--- src/rtl/core_ctrl.sv ---
// Multi-cycle sequencing FSM for the RV32I core: fetch/decode/exec/mem/wb control and instret.
// Optional macro CORE_CTRL_ILLEGAL_TRAP_EN traps unlisted opcodes with illegal=1 instead of running them as no-ops.
module core_ctrl #(
    parameter int CNT_W = 32
) (
    input  logic             clk,
    input  logic             resetn,
    input  logic [6:0]       opcode,
    input  logic [2:0]       funct3,
    input  logic             branch_taken,
    input  logic             bus_ready,
    output logic             bus_req,
    output logic             bus_we,
    output logic             addr_sel,
    output logic             ir_we,
    output logic             mdr_we,
    output logic             pc_we,
    output logic [1:0]       pc_sel,
    output logic             rf_we,
    output logic [1:0]       wb_sel,
    output logic             retire,
    output logic             halt,
    output logic             illegal,
    output logic [CNT_W-1:0] instret,
    output logic [2:0]       state
);

    localparam logic [6:0] OPC_OP       = 7'b0110011;
    localparam logic [6:0] OPC_OP_IMM   = 7'b0010011;
    localparam logic [6:0] OPC_LUI      = 7'b0110111;
    localparam logic [6:0] OPC_AUIPC    = 7'b0010111;
    localparam logic [6:0] OPC_JAL      = 7'b1101111;
    localparam logic [6:0] OPC_JALR     = 7'b1100111;
    localparam logic [6:0] OPC_BRANCH   = 7'b1100011;
    localparam logic [6:0] OPC_LOAD     = 7'b0000011;
    localparam logic [6:0] OPC_STORE    = 7'b0100011;
    localparam logic [6:0] OPC_MISC_MEM = 7'b0001111;
    localparam logic [6:0] OPC_SYSTEM   = 7'b1110011;

    typedef enum logic [2:0] {
        S_FETCH  = 3'd0,
        S_DECODE = 3'd1,
        S_EXEC   = 3'd2,
        S_MEM    = 3'd3,
        S_WB     = 3'd4,
        S_TRAP   = 3'd5
    } state_t;

    state_t           state_q, state_d;
    logic [CNT_W-1:0] instret_q;

    // funct3 only rides along to the bus width logic elsewhere; it never steers sequencing.
    logic unused_funct3;
    assign unused_funct3 = ^funct3;

`ifdef CORE_CTRL_ILLEGAL_TRAP_EN
    function automatic logic is_listed(input logic [6:0] op);
        case (op)
            OPC_OP, OPC_OP_IMM, OPC_LUI, OPC_AUIPC, OPC_JAL, OPC_JALR, OPC_BRANCH,
            OPC_LOAD, OPC_STORE, OPC_MISC_MEM, OPC_SYSTEM: is_listed = 1'b1;
            default:                                      is_listed = 1'b0;
        endcase
    endfunction
`endif

    always_ff @(posedge clk or negedge resetn) begin
        if (!resetn) begin
            state_q   <= S_FETCH;
            instret_q <= '0;
        end else begin
            state_q <= state_d;
            if (retire) instret_q <= instret_q + CNT_W'(1);
        end
    end

    // Outputs are forced low while resetn is low so a reset mid-request drops bus_req at once.
    always_comb begin
        state_d  = state_q;
        bus_req  = 1'b0;
        bus_we   = 1'b0;
        addr_sel = 1'b0;
        ir_we    = 1'b0;
        mdr_we   = 1'b0;
        pc_we    = 1'b0;
        pc_sel   = 2'd0;
        rf_we    = 1'b0;
        wb_sel   = 2'd0;
        retire   = 1'b0;
        halt     = 1'b0;
        illegal  = 1'b0;
        if (resetn) begin
            case (state_q)
                S_FETCH: begin
                    bus_req = 1'b1;
                    if (bus_ready) begin
                        ir_we   = 1'b1;
                        state_d = S_DECODE;
                    end
                end
                S_DECODE: state_d = S_EXEC;
                S_EXEC: begin
                    case (opcode)
                        OPC_OP, OPC_OP_IMM, OPC_LUI, OPC_AUIPC: begin
                            rf_we   = 1'b1;
                            pc_we   = 1'b1;
                            retire  = 1'b1;
                            state_d = S_FETCH;
                        end
                        OPC_JAL, OPC_JALR: begin
                            rf_we   = 1'b1;
                            wb_sel  = 2'd2;
                            pc_we   = 1'b1;
                            pc_sel  = (opcode == OPC_JALR) ? 2'd2 : 2'd1;
                            retire  = 1'b1;
                            state_d = S_FETCH;
                        end
                        OPC_BRANCH: begin
                            pc_we   = 1'b1;
                            pc_sel  = {1'b0, branch_taken};
                            retire  = 1'b1;
                            state_d = S_FETCH;
                        end
                        OPC_LOAD, OPC_STORE: state_d = S_MEM;
                        OPC_SYSTEM:          state_d = S_TRAP;
                        OPC_MISC_MEM: begin
                            pc_we   = 1'b1;
                            retire  = 1'b1;
                            state_d = S_FETCH;
                        end
                        default: begin
`ifdef CORE_CTRL_ILLEGAL_TRAP_EN
                            state_d = S_TRAP;
`else
                            pc_we   = 1'b1;
                            retire  = 1'b1;
                            state_d = S_FETCH;
`endif
                        end
                    endcase
                end
                S_MEM: begin
                    bus_req  = 1'b1;
                    addr_sel = 1'b1;
                    bus_we   = (opcode == OPC_STORE);
                    if (bus_ready) begin
                        if (opcode == OPC_STORE) begin
                            pc_we   = 1'b1;
                            retire  = 1'b1;
                            state_d = S_FETCH;
                        end else begin
                            mdr_we  = 1'b1;
                            state_d = S_WB;
                        end
                    end
                end
                S_WB: begin
                    rf_we   = 1'b1;
                    wb_sel  = 2'd1;
                    pc_we   = 1'b1;
                    retire  = 1'b1;
                    state_d = S_FETCH;
                end
                S_TRAP: begin
                    halt = 1'b1;
                    // IR is frozen in TRAP, so the trapping opcode is still on the input.
`ifdef CORE_CTRL_ILLEGAL_TRAP_EN
                    illegal = !is_listed(opcode);
`endif
                end
                default: state_d = S_FETCH;
            endcase
        end
    end

    assign instret = instret_q;
    assign state   = state_q;

endmodule

--- config.mk ---
export PLATFORM = sky130hd
export DESIGN_NAME = core_ctrl
export DESIGN_NICKNAME = d
export VERILOG_FILES = /design/src/rtl/core_ctrl.sv
export SDC_FILE = /design/constraint.sdc
export NUM_CORES = 1
export LEC_CHECK = 0
export CORE_MARGIN = 1.5
export CORE_UTILIZATION = 46
export DETAILED_ROUTE_END_ITERATION = 7
export PLACE_DENSITY = 0.92
export SETUP_SLACK_MARGIN = 0.3
export SYNTH_ARGS = -nofsm -noshare
export SYNTH_HDL_FRONTEND = slang
export SYNTH_SLANG_ARGS = --single-unit
--- constraint.sdc ---
create_clock -name clk -period 3.4 [get_ports clk]
set_input_delay 1.02 -clock clk [delete_from_list [all_inputs] [get_ports clk]]
set_output_delay 1.02 -clock clk [all_outputs]
set_load 0.01 [all_outputs]
==> reports/results.tsv <==
stage	metric	value	unit
power	Seq pwr share	39.5	%
yosys	Synth cell types	42	
yosys	Post-synth EDFFs	0	
cells_and_area	most frequent cells in the layout	clkdlybuf4s50_1, dfrtp_1, xnor2_1	
global_routing	grt ovf	0	
global_routing	gr usage total	22.9	%
cells_and_area	nets	285	
drt	drt first pass iters	4	
clock_network	CTS Hold Bufs	0	
cells_and_area	Inserted Diodes	0	
sta	setup TNS	0	ns
drt	ANT nets after route	0	
sta	# setup viols final	0	
power	Switching Power	439	µW
floorplan	core area	0.00403	mm²
clock_network	TritonCTS clock tree	yes	
global_routing	largest net degree at the start of global routing	33	
yosys	Synth Area in Simple Gates	26.8	%
setup_path	Startpoint Class	input port	
clock_network	clock sinks	35	
cells_and_area	share of cells above drive strength 1	23.6	%
min_path	Hold Crit Class	register to register	
power	LEAKAGE	0.00129	µW
cells_and_area	Sequential Area	876	µm²
sta	Final Slew Violations	0	
cells_and_area	most common cell after layout, fill and taps aside	clkdlybuf4s50_1	
setup_path	crit path max-delay cell type	dlygate4sd2_1	
yosys	most frequently used flop master after synthesis	dfrtp_1	
global_routing	vias in the first global route	1731	
clock_network	Root Buffer	clkbuf_8	
yosys	share of the synthesized area in the top cell type	44.9	%
yosys	largest family of logic cells by synthesized area	simple AND/OR/NAND/NOR gates	
cells_and_area	Layout area overhead	45.0	%
floorplan	Chip Width	68.1	µm
sta	Hold Vio Cnt, Final	0	
yosys	Synth Area in Compound Gates	5.97	%
clock_network	clock transition at the registers of the reported paths	0.07	ns
yosys	Synth Area in Adders	0.642	%
yosys	Async SR Flop Fraction	100	%
floorplan	Initial Utilization	48.4	%
global_routing	initial antenna violation count	0	
setup_path	CP Capture Type	primary output	
sta	RSZ-0062 raised after global routing	yes	
setup_path	worst-path cell chain	dlygate4sd2_1, and3_1, o21a_4, o211ai_4, buf_6	
drt	Routed WL	4.81	mm
yosys	YS warnings	0	
clock_network	clock buffer depth	2	
yosys	Synth area leaders	dfrtp_1, xnor2_1, nand4_1, and3_1, nand2_1	
yosys	Netlist Area Pre-Place	0.00195	mm²
placement	placed cells	309	
placement	dpl hpwl	3.50	mm
clock_network	clk_lat worst skew	0.29	ns
clock_network	H-tree levels	2	
clock_network	cts bufs inserted	5	
drt	via count	1763	
floorplan	Ports	63	
setup_path	Critical Path Fanout Max	4	
power	clock group share of total power	27.8	%
power	P_int	903	µW
floorplan	Die ar.	0.00464	mm²
floorplan	Die Y	68.1	µm
global_routing	first-pass GRT wire length	7.88	mm
sta	Tmin final	3.09	ns
power	Comb power frac	32.7	%
run_status	status	finished clean	
yosys	Post-Synth XOR/XNOR Area	14.4	%
job	Max Cap Viol	0	
floorplan	FP Rows	23	
sta	fmax	324	MHz
sta	Worst Skew	0.00870	ns
setup_path	WP data required	2.38	ns
sta	final worst path period share	90.9	%
yosys	#FFs+latches synth	35	
sta	WHS	0.471	ns
yosys	post-synthesis mux area share	1.09	%
yosys	post-synthesis cell count	192	
yosys	largest area contributor in the netlist	dfrtp_1	
yosys	syn_area_per_cell	10.2	µm²
setup_path	WP data arrival	2.07	ns
setup_path	WS Path Type	input port to primary output	
drt	starting DRC count in detailed routing	134	
drt	number of remaining DRC errors	0	
placement	GPL Wtd Cong	0.828	
yosys	sequential area share after synthesis	44.9	%
placement	Port Buffers	58	
power	maximum vdd ir drop	0.388	mV
cells_and_area	Layout Cells excl Fill	321	
power	PwrDens	475	mW/mm²
drt	via/cell ratio	5.49	
cells_and_area	# fillers	316	
power	switching share of power	32.7	%
yosys	Syn Nets	207	
drt	post-DR wirelength/cell	15.0	µm
setup_path	Critical Path Max Stage Delay	0.27	ns
cells_and_area	area of the multi-input gates	0.00100	mm²
==> critical path, delay by kind of cell <==
kind,cells,cell delay (ns)
AOI/OAI and AO/OA,2,0.44
buffers and inverters,2,0.41
and+or+nand+nor,1,0.20
==> final timing paths <==
path,slack [ns],end,cells past startpoint,startpoint
hold / removal,0.47,instret[31],1,instret[31]
setup reg to reg,1.32,instret[1],5,state[2]
setup / recovery,0.31,pc_we,5,opcode[5]
min in group asynchronous,0.80,state[2],3,resetn
max in group asynchronous,2.27,instret[3],2,resetn
hold reg to reg,0.47,instret[31],1,instret[31]
==> flip-flops by register name (all words and copies together), names as in the netlist <==
name     cells
instret     32
state        3
==> logic make-up (layout without fill, tap and decap cells) <==
group	count (synthesis)	after routing
multiplexers	2	2
buffers and inverters	20	99
AO/OA/AOI/OAI	16	16
AND/OR/NAND/NOR	85	85
adder cells (fa/ha/maj)	1	1
other	1	1
XOR/XNOR	32	32
flip-flops	35	35
==> metal layers <==
layer	GRT usage (%)	vias to the layer above	share of wire (%)
met3	4.93	9	4.5
met5	0	-	0
li1	-	839	-
met1	26.8	868	42
met4	9.00	0	1.6
met2	40.5	47	52
==> layout make-up <==
cell class	instances	area share (%)
repair buffers	83	26.3
multi-input cells	137	35.4
flip-flops and latches	35	31.0
inverters	8	1.06
well taps	50	2.21
clock buffers	5	2.43
clock inverters	3	1.55
==> power by group through the flow <==
stage | Clock (µW) | Combinational [µW] | Sequential, µW
floorplan | 0 | 268 | 517
global placement | 0 | 423 | 533
detailed placement | 0 | 436 | 536
CTS | 381 | 441 | 530
global route | 397 | 478 | 542
finish | 373 | 439 | 530
==> synthesized netlist by cell type (all sizes together) (2+ instances only) <==
library cell and n:
nand2 13, xnor2 30, a31oi 4, and3 11
and2 2, a21oi 4, xor2 2, nand4 25
o21ai 2, inv 8, clkbuf 3, o211ai 2
nand2b 2, nor3 4, and4 4, nor2b 2
nor2 8, nand3 8, buf 9, dfrtp 35
==> metrics by stage <==
step           utilization [%]  setup slack (ns)  cell area [µm²]  total power [µW]
2_1_floorplan                -             0.318             1950               785
4_1_cts                   70.0             0.286             2820              1350
3_5_place_dp              66.0            -0.470             2660               971
3_3_place_gp              66.0            -0.452             2660               956
6_report                  70.2             0.310             2830              1340
5_1_grt                   70.2             0.259             2830              1420
==> timing repair <==
action	CTS	global route
resized for setup	67	10
setup buffers	4	0
endpoints found under the setup margin	11	7
pin swaps	2	2
(Power assumes the default switching activity.)
